===== config.mk =====
export PLATFORM = sky130hd
export DESIGN_NAME = ysyx_25040109_wbu
export DESIGN_NICKNAME = d
export VERILOG_FILES = /design/src/rtl/ysyx_25040109_wbu.sv
export SDC_FILE = /design/constraint.sdc
export NUM_CORES = 1
export LEC_CHECK = 0
export ABC_CLOCK_PERIOD_IN_PS = 5100
export BUFFER_PORTS_ARGS = -buffer_cell sky130_fd_sc_hd__buf_2
export CELL_PAD_IN_SITES_DETAIL_PLACEMENT = 0
export CELL_PAD_IN_SITES_GLOBAL_PLACEMENT = 2
export CORE_UTILIZATION = 30
export DETAILED_ROUTE_END_ITERATION = 10
export PLACE_DENSITY = 0.92
export REMOVE_ABC_BUFFERS = 1
export SYNTH_ARGS = -nofsm -noshare
export SYNTH_HDL_FRONTEND = slang
export SYNTH_SLANG_ARGS = --single-unit

===== constraint.sdc =====
create_clock -name clock -period 5.1 [get_ports clock]
set_input_delay 0 -clock clock [delete_from_list [all_inputs] [get_ports clock]]
set_output_delay 0 -clock clock [all_outputs]
set_load 0.01 [all_outputs]

===== src/rtl/ysyx_25040109_wbu.sv =====
// ----------------------------------------------------------------------------
// ysyx_25040109_wbu -- write-back stage
//
// Holds one retiring instruction taken from the LSU and walks it through two
// phases:
//   WRITE  : one cycle in which the GPR file write port is driven
//   COMMIT : the next PC is offered to the IFU until it is accepted; on that
//            handshake the retire/fault counters move and, for a bus error,
//            an access-fault trap pulse is raised
// A bus response error replaces the write with an access fault that redirects
// the fetch to TRAP_VEC.
//
// Ports
//   clock, reset                 rising-edge clock, asynchronous active-high reset
//   in_valid / in_ready          handshake from the LSU
//   in_pc, in_next_pc, in_rd,
//   in_rd_wen, in_is_load,
//   in_alu_res, in_load_data,
//   in_mem_addr, in_resp_err     instruction bundle
//   rf_wen, rf_waddr, rf_wdata   GPR write port (single-cycle pulse)
//   pc_valid / pc_ready, pc_next next-PC handshake towards the IFU
//   trap_valid, trap_epc,
//   trap_tval                    access-fault event, coincident with commit
//   retire_cnt, fault_cnt        free-running wrap-around counters
// ----------------------------------------------------------------------------
module ysyx_25040109_wbu #(
  parameter int                XLEN     = 32,
  parameter logic [XLEN-1:0]   TRAP_VEC = 32'h8000_0100,
  parameter int                CNT_W    = 32
) (
  input  logic              clock,
  input  logic              reset,

  input  logic              in_valid,
  output logic              in_ready,
  input  logic [XLEN-1:0]   in_pc,
  input  logic [XLEN-1:0]   in_next_pc,
  input  logic [4:0]        in_rd,
  input  logic              in_rd_wen,
  input  logic              in_is_load,
  input  logic [XLEN-1:0]   in_alu_res,
  input  logic [XLEN-1:0]   in_load_data,
  input  logic [XLEN-1:0]   in_mem_addr,
  input  logic              in_resp_err,

  output logic              rf_wen,
  output logic [4:0]        rf_waddr,
  output logic [XLEN-1:0]   rf_wdata,

  output logic              pc_valid,
  input  logic              pc_ready,
  output logic [XLEN-1:0]   pc_next,

  output logic              trap_valid,
  output logic [XLEN-1:0]   trap_epc,
  output logic [XLEN-1:0]   trap_tval,

  output logic [CNT_W-1:0]  retire_cnt,
  output logic [CNT_W-1:0]  fault_cnt
);

  typedef enum logic [1:0] {
    ST_EMPTY  = 2'd0,
    ST_WRITE  = 2'd1,
    ST_COMMIT = 2'd2
  } state_e;

  // Stage register contents. Only fields needed downstream are kept; the
  // write data is resolved at capture time so WRITE needs no mux.
  typedef struct packed {
    logic [XLEN-1:0] pc;
    logic [XLEN-1:0] next_pc;
    logic [4:0]      rd;
    logic            rd_wen;
    logic [XLEN-1:0] wdata;
    logic [XLEN-1:0] mem_addr;
    logic            resp_err;
  } stage_t;

  state_e            state_q, state_d;
  stage_t            stage_q, stage_d;
  logic [CNT_W-1:0]  retire_cnt_q, retire_cnt_d;
  logic [CNT_W-1:0]  fault_cnt_q, fault_cnt_d;

  logic              accept;
  logic              commit_fire;
  logic              in_write;
  logic              in_commit;

  assign in_write    = (state_q == ST_WRITE);
  assign in_commit   = (state_q == ST_COMMIT);
  assign in_ready    = (state_q == ST_EMPTY);
  assign accept      = in_valid && in_ready;
  assign commit_fire = in_commit && pc_ready;

  // --------------------------------------------------------------------------
  // Next-state logic
  // --------------------------------------------------------------------------
  always_comb begin
    state_d = state_q;
    case (state_q)
      ST_EMPTY:  if (accept) state_d = ST_WRITE;
      ST_WRITE:  state_d = ST_COMMIT;
      ST_COMMIT: if (pc_ready) state_d = ST_EMPTY;
      default:   state_d = ST_EMPTY;   // recover from an unused encoding
    endcase
  end

  // Stage capture. The register is never cleared: every consumer is
  // qualified by the state, so stale contents are harmless.
  always_comb begin
    stage_d = stage_q;
    if (accept) begin
      stage_d.pc       = in_pc;
      stage_d.next_pc  = in_next_pc;
      stage_d.rd       = in_rd;
      stage_d.rd_wen   = in_rd_wen;
      stage_d.wdata    = in_is_load ? in_load_data : in_alu_res;
      stage_d.mem_addr = in_mem_addr;
      stage_d.resp_err = in_resp_err;
    end
  end

  // Counters advance only on the commit handshake; exactly one of them moves.
  always_comb begin
    retire_cnt_d = retire_cnt_q;
    fault_cnt_d  = fault_cnt_q;
    if (commit_fire) begin
      if (stage_q.resp_err) fault_cnt_d  = fault_cnt_q + CNT_W'(1);
      else                  retire_cnt_d = retire_cnt_q + CNT_W'(1);
    end
  end

  // --------------------------------------------------------------------------
  // State and counter flops
  // --------------------------------------------------------------------------
  always_ff @(posedge clock or posedge reset) begin
    if (reset) begin
      state_q      <= ST_EMPTY;
      retire_cnt_q <= '0;
      fault_cnt_q  <= '0;
    end else begin
      state_q      <= state_d;
      retire_cnt_q <= retire_cnt_d;
      fault_cnt_q  <= fault_cnt_d;
    end
  end

  always_ff @(posedge clock) begin
    stage_q <= stage_d;
  end

  // --------------------------------------------------------------------------
  // Outputs, decoded from the state flop so an asynchronous reset silences
  // them immediately.
  // --------------------------------------------------------------------------
  assign rf_wen   = in_write && stage_q.rd_wen && (stage_q.rd != 5'd0) && !stage_q.resp_err;
  assign rf_waddr = in_write ? stage_q.rd    : 5'd0;
  assign rf_wdata = in_write ? stage_q.wdata : '0;

  assign pc_valid = in_commit;
  assign pc_next  = !in_commit        ? '0       :
                    stage_q.resp_err  ? TRAP_VEC : stage_q.next_pc;

  // The trap pulse is tied to the commit handshake itself, not to COMMIT,
  // so a stalled IFU cannot produce repeated trap events.
  assign trap_valid = commit_fire && stage_q.resp_err;
  assign trap_epc   = trap_valid ? stage_q.pc       : '0;
  assign trap_tval  = trap_valid ? stage_q.mem_addr : '0;

  assign retire_cnt = retire_cnt_q;
  assign fault_cnt  = fault_cnt_q;

endmodule


==> flow_summary_export.csv, run 1 <==
group,metric,value,unit
cts,tritoncts,"yes",
synth,synth_enable_flop_cells,135,
synth,synth.cell_area,8380,sq um
synth,synth_top_cell_by_area,"sky130_fd_sc_hd__edfxtp_1",
placement,hpwl,15200,um
worst_hold_path,hold_start,"in_next_pc[21]",
placement,numPortBuffers,372,
worst_setup_path,slowest_delay,1.06,ns
worst_setup_path,path_buf_inv,0,
sta,drv_slew,0,
global_routing,grt.overflow.total,0,
routing,drt_wl_total,23900,um
final_layout,syn2layout_area_growth,57.2,%
die,standard_cell_core_area,27200,sq um
die,die_area,28600,sq um
final_layout,fraction_of_layout_cells_with_a_size_suffix_above_1,0.404,
placement,dpl_cell_area,10600,sq um
power_and_ir_drop,p_int,3.55,mW
cts,cts_num_sinks,201,
cts,cts_root_buffer,"sky130_fd_sc_hd__clkbuf_16",
global_routing,grt_use_total,0.165,
global_routing,grt_pass1_wl,37100,um
worst_hold_path,whs_path_depth,2,
worst_setup_path,cp_data_required_time,5.53,ns
synth,synth.top_cells.by_area,"sky130_fd_sc_hd__edfxtp_1 48%, sky130_fd_sc_hd__dfrtp_1 20%, sky130_fd_sc_hd__and2_1 10%, sky130_fd_sc_hd__mux2_2 4.6%, sky130_fd_sc_hd__xnor2_1 3.8%",
cts,tritoncts.num_buffers,25,
routing,final_antenna_net_count,0,
cts,cts.repair_timing.setup_buffer_count,0,
power_and_ir_drop,p_switching,1.26,mW
sta,grt_setup_unrepaired,"no",
routing,drt-vias-per-instance,4.30,
worst_hold_path,holdPathEnd,"stage_q[92]$_DFFE_PP_",
die,initial_utilization,0.308,
worst_setup_path,r2r-start,"state_q[0]$_DFFE_PP0P_",
power_and_ir_drop,pwr-share-clk,0.367,
cts,clockBufferDepth,3,
power_and_ir_drop,sw_frac_of_total,0.262,
die,rows,60,
cts,number_of_gates_resized_after_cts,0,
synth,synthesis.instances,589,
worst_setup_path,cpLargestDelayFamily,"simple AND/OR/NAND/NOR gates",
worst_setup_path,signal_arrival_time_at_the_worst_endpoint,3.48,ns
worst_setup_path,timing.reg2reg.setup_slack,2.06,ns
synth,avgSynthCellArea,14.2,sq um
final_layout,final_cell_area,13200,sq um
worst_setup_path,regToRegEndpoint,"fault_cnt[25]$_DFFE_PP0P_",
status,run_status,"completed",
routing,drtPass1Iterations,4,
worst_setup_path,critPathLaunchType,"flip-flop",
worst_setup_path,worstPathMaxFanout,73,
worst_setup_path,worst-setup-path-type,"reg2reg",
sta,timing_worst_slew_pin_value,1.16,ns
routing,dr.first_iter.drc_count,377,
routing,drt-wirelength-per-cell,15.7,um
sta,report.final.setup_viol,0,
power_and_ir_drop,power_leakage,6.13,nW
global_routing,vias_in_the_first_global_route,7012,
die,die_outline_width,169,um
cts,h-tree-depth,1,
cts,clk-insertion-delay-late,0.51,ns
power_and_ir_drop,power.combinational.fraction,0.186,
cts,cts_hold_buf,170,
global_routing,antenna_found_initial,2,
worst_setup_path,worstPathCellList,"and4b_2 -> nand3_1 -> nor4_1 -> xor2_1",
final_layout,seq_area,5710,sq um
worst_hold_path,min-delay-path-class,"in2reg",
placement,place.gp.congestion,0.800,
synth,yosysSeqAreaShare,0.681,
synth,synth_seq_cells,201,
final_layout,finish.utilization,0.485,
synth,synthArstFlopShare,0.328,
routing,num_vias,6568,
sta,setup_tns,0,ns
final_layout,fin_nets,1311,
final_layout,post_layout_instance_count_excluding_filler_cells,1526,
worst_setup_path,depth_of_the_worst_register_to_register_path,4,
die,fp.dieH,169,um
synth,synth-main-ff-cell,"sky130_fd_sc_hd__edfxtp_1",
worst_setup_path,crit_path_top_delay_cell,"sky130_fd_sc_hd__and4b_2",
sta,fin_crit,3.04,ns
sta,final.period_utilization,0.596,
power_and_ir_drop,seq_power_share,0.447,
die,num_io_pins,373,
final_layout,fill_count,2410,
global_routing,largest_net_degree_at_the_start_of_global_routing,136,
sta,maximum_clock_rate,329,MHz
run,timing.max_cap.violations,0,
synth,synth_commonest_cells,"135 x sky130_fd_sc_hd__and2_1, 135 x sky130_fd_sc_hd__edfxtp_1, 66 x sky130_fd_sc_hd__dfrtp_1, 36 x sky130_fd_sc_hd__xnor2_1, 34 x sky130_fd_sc_hd__mux2_2",
worst_setup_path,worst_setup_path_end_kind,"flip-flop",
synth,yosysUniqueCellTypes,39,
synth,synth_largest_type_area_fraction,0.484,
sta,hold_viol,0,
synth,synth-warning-count,0,
routing,remaining_drc_errors,0,
placement,placed_cells,1312,
power_and_ir_drop,vdd.ir_drop.worst,0.306,mV
cts,clk_transition_reported_paths,0.06,ns
sta,timing.slew.headroom,0.224,
final_layout,multi_input_comb_area,2530,sq um
sta,timing.clock.skew,0.00819,ns
power_and_ir_drop,power_per_cell_area,365,nW/um^2
[power groups by stage]
| stage | logic (mW) | registers (mW) | clock network (mW) |
|---|---|---|---|
| 3_5_place_dp | 0.788 | 2.18 | 0 |
| 4_1_cts | 0.902 | 2.15 | 1.82 |
| 3_3_place_gp | 0.784 | 2.17 | 0 |
| 5_1_grt | 0.972 | 2.18 | 1.88 |
| 2_1_floorplan | 0.383 | 2.20 | 0 |
| 6_report | 0.894 | 2.15 | 1.76 |
[placed cells by master, fill, tap and decap left out, types with 2 or more instances in the layout]
| cell type | count |
|---|---|
| sky130_fd_sc_hd__clkbuf_8 | 3 |
| sky130_fd_sc_hd__clkbuf_16 | 25 |
| sky130_fd_sc_hd__and4_1 | 6 |
| sky130_fd_sc_hd__clkbuf_1 | 3 |
| sky130_fd_sc_hd__nand3_1 | 20 |
| sky130_fd_sc_hd__bufinv_16 | 3 |
| sky130_fd_sc_hd__buf_4 | 5 |
| sky130_fd_sc_hd__nand4_1 | 14 |
| sky130_fd_sc_hd__dfrtp_1 | 66 |
| sky130_fd_sc_hd__nor4_1 | 5 |
| sky130_fd_sc_hd__xor2_1 | 26 |
| sky130_fd_sc_hd__mux2_2 | 34 |
| sky130_fd_sc_hd__and3_1 | 10 |
| sky130_fd_sc_hd__and2_1 | 134 |
| sky130_fd_sc_hd__nand2_1 | 20 |
| sky130_fd_sc_hd__nor3_2 | 4 |
| sky130_fd_sc_hd__edfxtp_1 | 135 |
| sky130_fd_sc_hd__buf_2 | 372 |
| sky130_fd_sc_hd__xnor2_1 | 36 |
| sky130_fd_sc_hd__inv_1 | 6 |
| sky130_fd_sc_hd__dlygate4sd3_1 | 170 |
| sky130_fd_sc_hd__nor2_1 | 14 |
| sky130_fd_sc_hd__ha_1 | 2 |
| sky130_fd_sc_hd__clkinv_1 | 3 |
| sky130_fd_sc_hd__inv_6 | 2 |
| sky130_fd_sc_hd__nor3_1 | 10 |
| sky130_fd_sc_hd__clkinv_2 | 2 |
[state kept, by name (all words and copies together) (netlist names)]
name / cells
fault_cnt: 32
retire_cnt: 32
stage_q: 135
state_q: 2
[final cells by class]
| cell class | instances | area share |
|---|---|---|
| repair buffers | 548 | 0.275 |
| clock inverters | 12 | 0.0108 |
| multi-input cells | 354 | 0.192 |
| well taps | 372 | 0.0353 |
| diodes | 1 | 0.000190 |
| clock buffers | 31 | 0.0515 |
| flip-flops and latches | 201 | 0.433 |
| inverters | 7 | 0.00199 |
[layer usage]
metal / global-route usage / routed length, um / up-vias / part of all wire
li1: - / - / 3153 / -
met1: 0.189 / 9630 / 3073 / 0.40
met3: 0.0482 / 1840 / 64 / 0.077
met5: 0 / 14 / - / 0.00058
met4: 0.0678 / 853 / 2 / 0.036
met2: 0.288 / 11600 / 276 / 0.48
[worst max path at each step]
stage,depth (start not counted),endpoint,start,slack [ns]
floorplan,2,stage_q[0]$_DFFE_PP_,state_q[1]$_DFFE_PP0P_,0.82
global route,4,fault_cnt[25]$_DFFE_PP0P_,stage_q[0]$_DFFE_PP_,1.70
finish,4,fault_cnt[25]$_DFFE_PP0P_,state_q[0]$_DFFE_PP0P_,2.06
CTS,4,fault_cnt[28]$_DFFE_PP0P_,stage_q[0]$_DFFE_PP_,1.96
global placement,4,fault_cnt[28]$_DFFE_PP0P_,state_q[0]$_DFFE_PP0P_,2.01
detailed placement,4,fault_cnt[28]$_DFFE_PP0P_,stage_q[0]$_DFFE_PP_,1.96
[metrics by stage]
stage / hold WS, ns / power [mW] / worst slack [ns]
floorplan: 0.0989 / 2.58 / 0.818
global placement: 0.177 / 2.95 / 2.01
detailed placement: 0.178 / 2.97 / 1.96
CTS: 0.154 / 4.87 / 1.96
global route: 0.165 / 5.03 / 1.70
finish: 0.195 / 4.81 / 2.06
[cell families (layout without fill, tap and decap cells)]
kind of cell    Yosys count  after routing  synth area share
flops                   201            201             0.681
simple gates            254            254             0.186
buf+inv                  34            598            0.0181
xor+xnor                 62             62            0.0648
other cells               0              1                 0
fa+ha+maj                 2              2           0.00299
compound gates            2              2           0.00149
mux                      34             34            0.0457
(Power assumes the default switching activity.)
==> run 2: changes to the inputs <==
ABC_AREA = 1   (was not set)
ABC_CLOCK_PERIOD_IN_PS = 2550   (was 5100)
CORE_UTILIZATION = 26   (was 30)
PLACE_DENSITY = 0.89   (was 0.92)
clock period = 2.55 ns   (was 5.1 ns; I/O delays follow)
==> run 2 against run 1 <==
Sequential cell count unchanged; cell count grew 29%; synthesized area grew 11%; final area rose by 7.8%; die area up 28%; clock power is 100% higher; via count grew 25%; first-iteration DRC count fell by 19%; combinational power rose by 130%; critical endpoint is now trap_epc[29]; largest cell class unchanged; largest power group unchanged.
==> flow_summary_export.csv, run 2 <==
group,metric,value,unit
global_routing,grt_use_total,0.149,
worst_setup_path,worst_setup_path_end_kind,"output port",
global_routing,gr-usage-met1,0.176,
placement,hpwl,19300,um
cts,cts_root_buffer,"sky130_fd_sc_hd__clkbuf_16",
sta,maximum_clock_rate,425,MHz
die,num_io_pins,373,
synth,yosysUniqueCellTypes,27,
sta,timing.clock.skew,0.0188,ns
final_layout,number_of_flip_flops_under_the_largest_register_name,135,
worst_setup_path,cp_data_required_time,2.55,ns
synth,synth.top_cells.by_area,"sky130_fd_sc_hd__edfxtp_1 44%, sky130_fd_sc_hd__dfrtp_1 18%, sky130_fd_sc_hd__nor2_1 7.9%, sky130_fd_sc_hd__nand2_1 7.8%, sky130_fd_sc_hd__inv_1 6.4%",
die,fp.dieH,191,um
power_and_ir_drop,sw_frac_of_total,0.290,
synth,synth_largest_type_area_fraction,0.436,
routing,drt-vias-per-instance,4.15,
synth,yosysSeqAreaShare,0.614,
routing,final_antenna_net_count,0,
global_routing,largest_net_degree_at_the_start_of_global_routing,136,
final_layout,diodes,0,
power_and_ir_drop,power_leakage,7.09,nW
cts,tritoncts.num_buffers,25,
power_and_ir_drop,pwr-share-clk,0.355,
worst_setup_path,r2r-start,"state_q[1]$_DFFE_PP0P_",
sta,final.period_utilization,0.922,
final_layout,fraction_of_layout_cells_with_a_size_suffix_above_1,0.319,
power_and_ir_drop,seq_power_share,0.436,
power_and_ir_drop,power.combinational.fraction,0.209,
placement,dpl_cell_area,11700,sq um
synth,synthArstFlopShare,0.328,
cts,h-tree-depth,1,
worst_setup_path,signal_arrival_time_at_the_worst_endpoint,2.35,ns
final_layout,fin_nets,1672,
power_and_ir_drop,p_int,7.06,mW
routing,num_vias,8188,
die,standard_cell_core_area,34900,sq um
synth,avgSynthCellArea,9.81,sq um
global_routing,antenna_found_initial,0,
synth,post-synth-top-count-cell,"sky130_fd_sc_hd__nor2_1",
die,initial_utilization,0.266,
worst_hold_path,min-delay-path-class,"in2async",
synth,synth-main-ff-cell,"sky130_fd_sc_hd__edfxtp_1",
die,die_area,36500,sq um
synth,synth-warning-count,0,
sta,report.final.setup_viol,0,
power_and_ir_drop,p_switching,2.89,mW
routing,dr.first_iter.drc_count,306,
run,timing.max_cap.violations,0,
cts,cts_num_sinks,201,
placement,numPortBuffers,372,
cts,cts.repair_timing.setup_buffer_count,0,
die,die_outline_width,191,um
cts,tritoncts,"yes",
final_layout,syn2layout_area_growth,52.7,%
worst_setup_path,regToRegEndpoint,"fault_cnt[31]$_DFFE_PP0P_",
synth,synth.cell_area,9300,sq um
routing,drt_wl_total,27700,um
global_routing,grt_pass1_wl,43200,um
cts,clk-insertion-delay-late,0.52,ns
synth,synth_enable_flop_cells,135,
global_routing,vias_in_the_first_global_route,8228,
synth,synthesis.instances,948,
sta,hold_viol,0,
sta,timing.slew.headroom,0.481,
final_layout,layout.cells.most_common,"sky130_fd_sc_hd__buf_2",
final_layout,final_cell_area,14200,sq um
placement,placed_cells,1756,
synth,synth_seq_cells,201,
worst_setup_path,depth_of_the_worst_register_to_register_path,9,
global_routing,grt_busiest_layer,"met2",
placement,place.gp.congestion,0.777,
status,run_status,"completed",
synth,synth_commonest_cells,"196 x sky130_fd_sc_hd__nor2_1, 192 x sky130_fd_sc_hd__nand2_1, 158 x sky130_fd_sc_hd__inv_1, 135 x sky130_fd_sc_hd__edfxtp_1, 66 x sky130_fd_sc_hd__dfrtp_1",
synth,synth_top_cell_by_area,"sky130_fd_sc_hd__edfxtp_1",
sta,grt_setup_unrepaired,"no",
global_routing,grt.met2_usage,0.267,
power_and_ir_drop,vdd.ir_drop.worst,0.582,mV
worst_setup_path,critPathLaunchType,"flip-flop",
cts,clk_transition_reported_paths,0.06,ns
routing,remaining_drc_errors,0,
worst_setup_path,worst-setup-path-type,"reg2out",
global_routing,grt.overflow.total,0,
final_layout,post_layout_instance_count_excluding_filler_cells,1971,
worst_setup_path,timing.reg2reg.setup_slack,0.62,ns
sta,timing_worst_slew_pin_value,0.777,ns
routing,drtPass1Iterations,4,
worst_setup_path,worstPathMaxFanout,50,
sta,drv_slew,0,
routing,drt-wirelength-per-cell,14.1,um
final_layout,layout.cells.most_common_list,"372 x sky130_fd_sc_hd__buf_2, 196 x sky130_fd_sc_hd__nor2_1, 192 x sky130_fd_sc_hd__nand2_1, 170 x sky130_fd_sc_hd__dlygate4sd3_1, 157 x sky130_fd_sc_hd__inv_1",
cts,clockBufferDepth,3,
final_layout,regMostFlops,"stage_q",
power_and_ir_drop,power_per_cell_area,701,nW/um^2
global_routing,gr-usage-met3,0.0360,
die,rows,68,
sta,fin_crit,2.35,ns
==> run 2: cell types whose count changed after synthesis, sizes merged, moves of 15 or more <==
| cell | delta |
|---|---|
| inv | +155 |
| nand2 | +181 |
| and2 | -134 |
| nand3b | +15 |
| xnor2 | -24 |
| nor2 | +198 |
==> run 2: how the worst max path moves through the flow <==
stage / start / endpoint / slack, ns / cells past startpoint
after floorplan: state_q[1]$_DFFE_PP0P_ / stage_q[0]$_DFFE_PP_ / -8.58 / 1
after global placement: state_q[1]$_DFFE_PP0P_ / fault_cnt[29]$_DFFE_PP0P_ / 0.68 / 9
after detailed placement: state_q[1]$_DFFE_PP0P_ / fault_cnt[31]$_DFFE_PP0P_ / 0.61 / 9
after CTS: stage_q[0]$_DFFE_PP_ / trap_epc[15] / 0.14 / 6
after global routing: stage_q[0]$_DFFE_PP_ / trap_epc[6] / 0.02 / 6
final: stage_q[0]$_DFFE_PP_ / trap_epc[29] / 0.20 / 6
==> run 2: power groups by stage <==
stage	registers (mW)	logic [mW]	clock network, mW
2_1_floorplan	4.22	0.816	0
3_3_place_gp	4.38	1.86	0
3_5_place_dp	4.40	1.87	0
4_1_cts	4.33	2.11	3.66
5_1_grt	4.39	2.30	3.80
6_report	4.33	2.08	3.54
==> run 2: routing by layer <==
layer / vias to the layer above / wire (um)
met2: 263 / 13700
met1: 3821 / 11500
met4: 0 / 613
li1: 4067 / -
met5: - / 0
met3: 37 / 1870
==> run 2: area by class of cell <==
| class | count | area [sq um] |
|---|---|---|
| timing repair buffer | 547 | 3630 |
| fill | 3398 | 20700 |
| clock buffer | 29 | 661 |
| clock inverter | 16 | 164 |
| tap | 455 | 569 |
| sequential | 201 | 5710 |
| multi-input combinational | 561 | 2860 |
| inverter | 162 | 608 |
==> run 2: critical path, cell delays in order, from the launching register on <==
cell                       delay [ns]
sky130_fd_sc_hd__edfxtp_1        0.45
sky130_fd_sc_hd__nand2_2         0.17
sky130_fd_sc_hd__inv_2           0.06
sky130_fd_sc_hd__nand2_4         0.50
sky130_fd_sc_hd__buf_4           0.37
sky130_fd_sc_hd__nor2_1          0.07
sky130_fd_sc_hd__buf_2           0.14
==> run 2: through the flow <==
stage	TNS (ns)	worst slack, ns	hold WS, ns	utilization	power (mW)
final	0	0.198	0.179	0.407	9.95
after detailed placement	0	0.607	0.178	0.334	6.27
after global placement	0	0.685	0.177	0.334	6.24
after global routing	0	0.0200	0.167	0.407	10.5
after floorplan	-1157.92	-8.58	0.0989	-	5.03
after CTS	0	0.141	0.150	0.407	10.1
==> run 2: timing repair <==
action | 4_1_cts | 5_1_grt
endpoints found under the hold margin | 176 | 0
resized for setup | 0 | 0
hold buffers | 170 | 0
==> run 2: logic make-up after synthesis <==
group | Yosys count | share of synthesized area
flip-flops | 201 | 0.614
AO/OA/AOI/OAI | 5 | 0.00269
adder cells (fa/ha/maj) | 2 | 0.00269
AND/OR/NAND/NOR | 489 | 0.232
buffers and inverters | 186 | 0.0791
multiplexers | 32 | 0.0388
XOR/XNOR | 33 | 0.0311
